$ cat config.mk
export PLATFORM = sky130hd
export DESIGN_NAME = counter_cmd_ctrl
export DESIGN_NICKNAME = d
export VERILOG_FILES = /design/src/rtl/counter_cmd_ctrl.sv
export SDC_FILE = /design/constraint.sdc
export NUM_CORES = 1
export LEC_CHECK = 0
export BUFFER_PORTS_ARGS = -buffer_cell sky130_fd_sc_hd__buf_2
export CAP_MARGIN = 20
export CORE_ASPECT_RATIO = 2
export CORE_MARGIN = 5
export CORE_UTILIZATION = 30
export DETAILED_ROUTE_END_ITERATION = 10
export GPL_TIMING_DRIVEN = 0
export PLACE_DENSITY = 0.54
export SETUP_SLACK_MARGIN = 0.05
export SLEW_MARGIN = 20
export SYNTH_ARGS = -nofsm -noshare
export SYNTH_HDL_FRONTEND = slang
export SYNTH_SLANG_ARGS = --single-unit
$ cat constraint.sdc
create_clock -name clk -period 1.7 [get_ports clk]
set_input_delay 0.085 -clock clk [delete_from_list [all_inputs] [get_ports clk]]
set_output_delay 0.085 -clock clk [all_outputs]
set_load 0.01 [all_outputs]
$ cat src/rtl/counter_cmd_ctrl.sv
// rtl/counter_cmd_ctrl.sv - command sequencer driving an 8-bit loadable up/down counter
// Optional CNT_CTRL_SAT_EN: UP/DOWN runs stop at the counter bounds instead of wrapping.
module counter_cmd_ctrl #(
    parameter int DW = 8
) (
    input  logic          clk,
    input  logic          rst_,
    input  logic          cmd_valid,
    output logic          cmd_ready,
    input  logic [1:0]    cmd_op,
    input  logic [DW-1:0] cmd_arg,
    output logic          ld_cnt_,
    output logic          updn_cnt,
    output logic          count_enb,
    output logic [DW-1:0] data_in,
    output logic          busy,
    output logic          done,
    output logic          sat,
    output logic [DW-1:0] shadow_cnt
);
    localparam logic [1:0] OP_HOLD = 2'b00;
    localparam logic [1:0] OP_LOAD = 2'b01;

    typedef enum logic [2:0] {
        S_IDLE,
        S_LOAD,
        S_RUN,
        S_HLD,
        S_DONE
    } state_t;

    state_t        state_q;
    logic          cmd_ready_q;
    logic          ld_cnt_q;
    logic          updn_cnt_q;
    logic          count_enb_q;
    logic          busy_q;
    logic          done_q;
    logic          sat_q;
    logic [DW-1:0] data_in_q;
    logic [DW-1:0] shadow_q;
    logic [DW-1:0] rem_q;
    logic [DW-1:0] shadow_d;

    // The counter steps at the same edge as the shadow, so the shadow follows updn_cnt.
    assign shadow_d = updn_cnt_q ? shadow_q + DW'(1) : shadow_q - DW'(1);

`ifdef CNT_CTRL_SAT_EN
    logic entry_bound;
    logic step_bound;
    assign entry_bound = cmd_op[0] ? (shadow_q == '0) : (shadow_q == '1);
    assign step_bound  = updn_cnt_q ? (shadow_d == '1) : (shadow_d == '0);
`endif

    always_ff @(posedge clk) begin
        if (!rst_) begin
            state_q     <= S_IDLE;
            cmd_ready_q <= 1'b0;
            ld_cnt_q    <= 1'b1;
            updn_cnt_q  <= 1'b1;
            count_enb_q <= 1'b0;
            busy_q      <= 1'b0;
            done_q      <= 1'b0;
            sat_q       <= 1'b0;
            data_in_q   <= '0;
            shadow_q    <= '0;
            rem_q       <= '0;
        end else begin
            done_q <= 1'b0;
            sat_q  <= 1'b0;
            case (state_q)
                S_IDLE: begin
                    cmd_ready_q <= 1'b1;
                    if (cmd_valid && cmd_ready_q) begin
                        cmd_ready_q <= 1'b0;
                        busy_q      <= 1'b1;
                        rem_q       <= cmd_arg;
                        if (cmd_op == OP_LOAD) begin
                            state_q   <= S_LOAD;
                            ld_cnt_q  <= 1'b0;
                            data_in_q <= cmd_arg;
                        end else if (cmd_arg == '0) begin
                            state_q <= S_DONE;
                            busy_q  <= 1'b0;
                            done_q  <= 1'b1;
                        end else if (cmd_op == OP_HOLD) begin
                            state_q <= S_HLD;
                        end
`ifdef CNT_CTRL_SAT_EN
                        else if (entry_bound) begin
                            state_q <= S_DONE;
                            busy_q  <= 1'b0;
                            done_q  <= 1'b1;
                            sat_q   <= 1'b1;
                        end
`endif
                        else begin
                            state_q     <= S_RUN;
                            count_enb_q <= 1'b1;
                            updn_cnt_q  <= ~cmd_op[0];
                        end
                    end
                end
                S_LOAD: begin
                    ld_cnt_q <= 1'b1;
                    shadow_q <= data_in_q;
                    state_q  <= S_DONE;
                    busy_q   <= 1'b0;
                    done_q   <= 1'b1;
                end
                S_RUN: begin
                    shadow_q <= shadow_d;
                    rem_q    <= rem_q - DW'(1);
                    if (rem_q == DW'(1)) begin
                        count_enb_q <= 1'b0;
                        state_q     <= S_DONE;
                        busy_q      <= 1'b0;
                        done_q      <= 1'b1;
                    end
`ifdef CNT_CTRL_SAT_EN
                    else if (step_bound) begin
                        count_enb_q <= 1'b0;
                        state_q     <= S_DONE;
                        busy_q      <= 1'b0;
                        done_q      <= 1'b1;
                        sat_q       <= 1'b1;
                    end
`endif
                end
                S_HLD: begin
                    rem_q <= rem_q - DW'(1);
                    if (rem_q == DW'(1)) begin
                        state_q <= S_DONE;
                        busy_q  <= 1'b0;
                        done_q  <= 1'b1;
                    end
                end
                S_DONE: begin
                    state_q     <= S_IDLE;
                    cmd_ready_q <= 1'b1;
                end
                default: begin
                    state_q <= S_IDLE;
                end
            endcase
        end
    end

    assign cmd_ready  = cmd_ready_q;
    assign ld_cnt_    = ld_cnt_q;
    assign updn_cnt   = updn_cnt_q;
    assign count_enb  = count_enb_q;
    assign data_in    = data_in_q;
    assign busy       = busy_q;
    assign done       = done_q;
    assign sat        = sat_q;
    assign shadow_cnt = shadow_q;
endmodule

==> impl_metrics.json, run 1 <==
{
  "outcome": "finished with violations",
  "violations": "negative setup slack",
  "dpl.hpwl_um": 4520,
  "dpl-instance-area_um2": 2190,
  "antenna_found_initial": 0,
  "clock-sinks": 33,
  "grt_setup_unrepaired": "yes",
  "tns_ps": -11.5,
  "cts_made_buffers": 5,
  "irDropWorstVdd_v": 0.000620,
  "drive_gt1_share_pct": 42.2,
  "dieArea_um2": 8030,
  "synth-edff-count": 0,
  "cpLargestDelayFamily": "compound AO/OA/AOI/OAI gates",
  "syn_area_per_cell_um2": 8.53,
  "seqCellArea_um2": 679,
  "floorplan.initialDensity_pct": 31.0,
  "yosysMostFrequentCell": "dfxtp_1",
  "yosys.area_share.simple_pct": 21.9,
  "clock_latency_ps": 280,
  "wl_per_cell_um": 16.9,
  "path_clk_slew_ps": 60,
  "period_minus_slack_ps": 1710,
  "yosysSeqAreaShare_pct": 35.2,
  "static-leakage-power_uw": 0.00116,
  "p_per_area_nw_per_um2": 1620,
  "muxShareOfSynthArea_pct": 4.87,
  "ys_warn_count": 0,
  "clockRootBuffer": "clkbuf_16",
  "drt_first_pass_iters": 4,
  "postLayoutSetupSlackWorst_ps": -7.48,
  "gp_congestion": 0.891,
  "grt_pass1_vias": 1955,
  "cts_htree_levels": 2,
  "synth_area_um2": 1880,
  "area_growth_pct": 46.1,
  "placementRows": 40,
  "cpPeakStageDelay_ps": 380,
  "hold_viol": 0,
  "grt_pass1_wl_um": 9780,
  "avgViaCountPerCell": 5.28,
  "max-clock-path-buffers": 2,
  "startpoint_type": "register",
  "worst-setup-path-type": "register to register",
  "crit_arrival_ps": 1860,
  "hold_buffers": 0,
  "ys_ff_latch": 33,
  "max-cap-violations": 0,
  "min-delay-path-class": "input pin to register",
  "critical_path_buf_inv_count": 1,
  "layout.nets": 308,
  "synthCells": 220,
  "relSlewSlack_pct": 58.7,
  "grt_overflow": 0,
  "synthAdderAreaFrac_pct": 6.40,
  "async_flop_share_pct": 0,
  "wirelength_um": 6270,
  "ios": 36,
  "synth_fp_nets": 242,
  "drv_slew": 0,
  "core_area_um2": 6060,
  "ys_top_cells_by_count": "dfxtp_1 (33), nor2_1 (32), a21oi_1 (13)",
  "grtUsageTotal_pct": 16.2,
  "synth.area.top_cells": "dfxtp_1 (35%), nor2_1 (6.4%), ha_1 (5.3%)",
  "synth_top_family_by_area": "compound AO/OA/AOI/OAI gates",
  "fin_skew_ps": 4.90,
  "slowest_stage": "dfxtp_4",
  "synth_area_leader_cell": "dfxtp_1",
  "design_area_um2": 2740,
  "die_w_um": 65.9,
  "drc": 0,
  "worstMarginPinSlew_ps": 619,
  "endpoint_kind": "register",
  "synth_ff_type": "dfxtp_1",
  "drtIter0Drc": 59,
  "holdWs_ps": 38.5,
  "fmax_mhz": 586,
  "yosysTopAreaCellShare_pct": 35.2,
  "vias": 1959,
  "multi_input_area_um2": 1340,
  "nFillCells": 604,
  "diodes": 0,
  "grt_max_degree": 11,
  "fin_crit_sh_pct": 100,
  "cp_data_required_time_ps": 1850,
  "post-place-ws_ps": -183,
  "synth_compound_area_share_pct": 22.7,
  "synth_cell_type_count": 47,
  "die_h_um": 122,
  "synthXorXnorAreaFrac_pct": 3.27,
  "cts_tree": "done",
  "antenna_left": 0,
  "path_cells": "inv_8 -> fa_2 -> a21oi_2 -> o2111ai_2 -> xor2_1 -> a221oi_2 -> nor2_1",
  "io_buffers": 34,
  "path_max_fanout": 7,
  "finalSetupViolCount": 3
}
[cells by family after synthesis]
logic type	Yosys count
flops	33
xor+xnor	7
fa+ha+maj	9
compound gates	62
simple gates	78
buf+inv	21
other cells	1
mux	9
[layout make-up]
| cell class | count | area share (%) |
|---|---|---|
| tap | 84 | 3.84 |
| buffer | 9 | 2.28 |
| timing repair buffer | 60 | 13.5 |
| multi-input combinational | 167 | 48.8 |
| inverter | 10 | 1.74 |
| sequential | 33 | 24.8 |
| clock inverter | 2 | 0.365 |
| clock buffer | 6 | 4.70 |
[sequential cells by signal, summed over array words and instances (netlist names)]
| name | flops |
|---|---|
| updn_cnt | 1 |
| cmd_ready | 1 |
| busy | 1 |
| state_q | 3 |
| data_in | 8 |
| done | 1 |
| count_enb | 1 |
| rem_q | 8 |
| shadow_cnt | 8 |
| ld_cnt_ | 1 |
[stage by stage]
stage | total power (µW) | cells | utilization (%)
after CTS | 4110 | 357 | 42.4
final | 4430 | 371 | 45.2
after floorplan | 2410 | 220 | -
after global routing | 4700 | 371 | 45.2
after detailed placement | 2870 | 338 | 36.1
after global placement | 2850 | 338 | 36.1
[timing repair]
action | in CTS | in global routing
gates cloned | 1 | 0
setup buffers | 10 | 16
pin swaps | 16 | 18
gates resized for setup | 27 | 26
setup endpoints to repair | 23 | 28
[placed cells by master (no fill, tap or decap), types with 3 or more instances in the layout]
cell type / count
buf_2: 34
nor2_1: 32
buf_4: 26
dfxtp_1: 24
a21oi_1: 10
nand2_1: 10
mux2i_1: 8
nand3_1: 7
inv_1: 6
o21ai_0: 6
ha_4: 6
dfxtp_2: 6
clkbuf_1: 5
clkbuf_16: 5
xnor2_1: 4
o211ai_1: 4
nor3_1: 4
a221oi_2: 4
a22oi_1: 4
or3_4: 3
xor2_1: 3
o22ai_1: 3
a221oi_1: 3
nor4_4: 3
a211oi_1: 3
a31oi_1: 3
nor4_1: 3
and3_1: 3
a21oi_2: 3
dfxtp_4: 3
[power by group]
group / switching (µW) / leakage (µW) / internal [µW]
logic: 1130 / 0.000814 / 1130
registers: 300 / 0.000273 / 1000
clock network: 342 / 0.0000706 / 537
total: 1770 / 0.00116 / 2670
[path summary, 6_finish.rpt]
check             startpoint       endpoint  slack (ps)  cells after the start
hold reg to reg    count_enb      count_enb         480                      2
hold / removal     cmd_op[0]       updn_cnt          40                      2
setup reg to reg    updn_cnt  shadow_cnt[6]          -7                      7
setup / recovery    updn_cnt  shadow_cnt[6]          -7                      7
[layer usage]
metal / wire length (µm) / vias up / part of all wire [%] / GRT usage [%]
li1: - / 946 / - / -
met1: 2200 / 960 / 35 / 15.2
met2: 3700 / 38 / 59 / 31.8
met3: 193 / 15 / 3.1 / 2.58
met4: 168 / 0 / 2.7 / 8.44
met5: 0 / - / 0 / 0
Note: power is estimated with default switching activity, not from simulation.
==> run 2: changes to the inputs <==
--- a/config.mk
+++ b/config.mk
@@ -11,8 +11,7 @@
 export CORE_MARGIN = 5
 export CORE_UTILIZATION = 30
 export DETAILED_ROUTE_END_ITERATION = 10
-export GPL_TIMING_DRIVEN = 0
-export PLACE_DENSITY = 0.54
+export GPL_TIMING_DRIVEN = 1
 export SETUP_SLACK_MARGIN = 0.05
 export SLEW_MARGIN = 20
 export SYNTH_ARGS = -nofsm -noshare
==> impl_metrics.json, run 2 (synthesis gave the netlist of run 1 again) <==
{
  "diodes": 0,
  "final_cell_mix": "buf_2 (34), buf_4 (34), nor2_1 (32)",
  "path_clk_slew_ps": 60,
  "avgViaCountPerCell": 5.17,
  "nFillCells": 582,
  "total_power_uw": 4210,
  "slowest_stage": "dfxtp_4",
  "max-clock-path-buffers": 2,
  "grtUsageTotal_pct": 15.4,
  "cp-startpoint": "updn_cnt",
  "vias": 1917,
  "placed_cells": 358,
  "grt_max_degree": 24,
  "io_buffers": 34,
  "endpoint_kind": "register",
  "worstMarginPinSlew_ps": 779,
  "postLayoutSetupSlackWorst_ps": -9.21,
  "dieArea_um2": 8030,
  "dpl.hpwl_um": 4620,
  "floorplan.initialDensity_pct": 31.0,
  "hold_buffers": 0,
  "clockRootBuffer": "clkbuf_16",
  "violations": "negative setup slack",
  "fin_skew_ps": 7.18,
  "timing.rr.start": "updn_cnt",
  "cts_tree": "done",
  "grt_pass1_wl_um": 9360,
  "wl_per_cell_um": 16.2,
  "drive_gt1_share_pct": 40.8,
  "r2r-end": "shadow_cnt[7]",
  "clock_latency_ps": 280,
  "holdPathStages": 3,
  "ios": 36,
  "clock-sinks": 33,
  "min-delay-path-class": "input pin to register",
  "finish.utilization_pct": 44.4,
  "outcome": "finished with violations",
  "reg2reg_setup_slack_ps": -9,
  "drtIter0Drc": 96,
  "period_minus_slack_ps": 1710,
  "placementRows": 40,
  "cp_data_required_time_ps": 1890,
  "relSlewSlack_pct": 48.0,
  "grt_overflow": 0,
  "fmax_mhz": 585,
  "gp_congestion": 0.878,
  "tns_ps": -9.21,
  "antenna_left": 0,
  "layout.nets": 308,
  "r2r_cells": 7,
  "cts_made_buffers": 5,
  "path_cells": "inv_6 -> buf_4 -> ha_1 -> or3_1 -> o22ai_2 -> xnor2_1 -> a221oi_1",
  "wirelength_um": 6020,
  "die_h_um": 122,
  "stdcell_count": 371,
  "cp-endpoint": "shadow_cnt[7]",
  "die_w_um": 65.9,
  "grt_setup_unrepaired": "yes",
  "cpPeakStageDelay_ps": 360,
  "startpoint_type": "register",
  "antenna_found_initial": 0,
  "max-cap-violations": 0,
  "multi_input_area_um2": 1280,
  "drv_slew": 0,
  "area_growth_pct": 43.5,
  "seqCellArea_um2": 672,
  "holdWs_ps": 77.5,
  "crit_arrival_ps": 1900,
  "core_area_um2": 6060,
  "grt_pass1_vias": 1929,
  "finalSetupViolCount": 1,
  "cts_htree_levels": 2,
  "static-leakage-power_uw": 0.00119,
  "path_max_fanout": 7,
  "hold_viol": 0,
  "p_per_area_nw_per_um2": 1570,
  "fin_crit_sh_pct": 101,
  "irDropWorstVdd_v": 0.000852,
  "drc": 0,
  "worst-setup-path-type": "register to register",
  "drt_first_pass_iters": 4
}
run 2: power breakdown:
| part | leakage, µW | internal, µW | switching (µW) |
|---|---|---|---|
| logic | 0.000850 | 1040 | 1130 |
| clock network | 0.0000706 | 537 | 327 |
| registers | 0.000271 | 985 | 187 |
| total | 0.00119 | 2570 | 1650 |
run 2: routing by layer:
layer | up-vias | GRT usage [%] | share of wire [%]
met3 | 22 | 2.77 | 4.3
met1 | 899 | 13.1 | 31
met4 | 0 | 9.48 | 5.2
met2 | 55 | 30.8 | 59
li1 | 941 | - | -
met5 | - | 0 | 0
run 2: timing repair:
item | CTS | global route
gates resized for setup | 18 | 20
pin swaps | 6 | 3
cloned | 0 | 0
buffers inserted | 0 | 5
setup endpoints to repair | 16 | 18
run 2: cell type report:
| cell class | count | area share (%) |
|---|---|---|
| sequential | 33 | 25.0 |
| timing repair buffer | 70 | 16.6 |
| inverter | 10 | 1.58 |
| multi-input combinational | 166 | 47.7 |
| tap | 84 | 3.91 |
| clock inverter | 2 | 0.372 |
| clock buffer | 6 | 4.79 |
run 2: how the worst min path moves through the flow:
stage	from	endpoint
after floorplan	cmd_op[0]	updn_cnt
after global placement	cmd_op[0]	updn_cnt
after detailed placement	cmd_op[0]	updn_cnt
after CTS	cmd_op[0]	updn_cnt
after global routing	cmd_op[0]	updn_cnt
final	cmd_arg[6]	rem_q[6]
run 2: worst max-delay path, delay by kind of cell (launching register included):
family | cells | cell delay, ps
AO/OA/AOI/OAI | 2 | 450
adder cells (fa/ha/maj) | 1 | 210
buffers and inverters | 2 | 190
AND/OR/NAND/NOR | 1 | 320
flip-flops | 1 | 360
XOR/XNOR | 1 | 100
run 2: per-stage QoR:
step	cell area [µm²]	setup slack, ps
after detailed placement	2350	-214
final	2690	-9.21
after CTS	2580	-35.6
after global routing	2690	-118
after floorplan	1910	43.2
after global placement	2350	-188
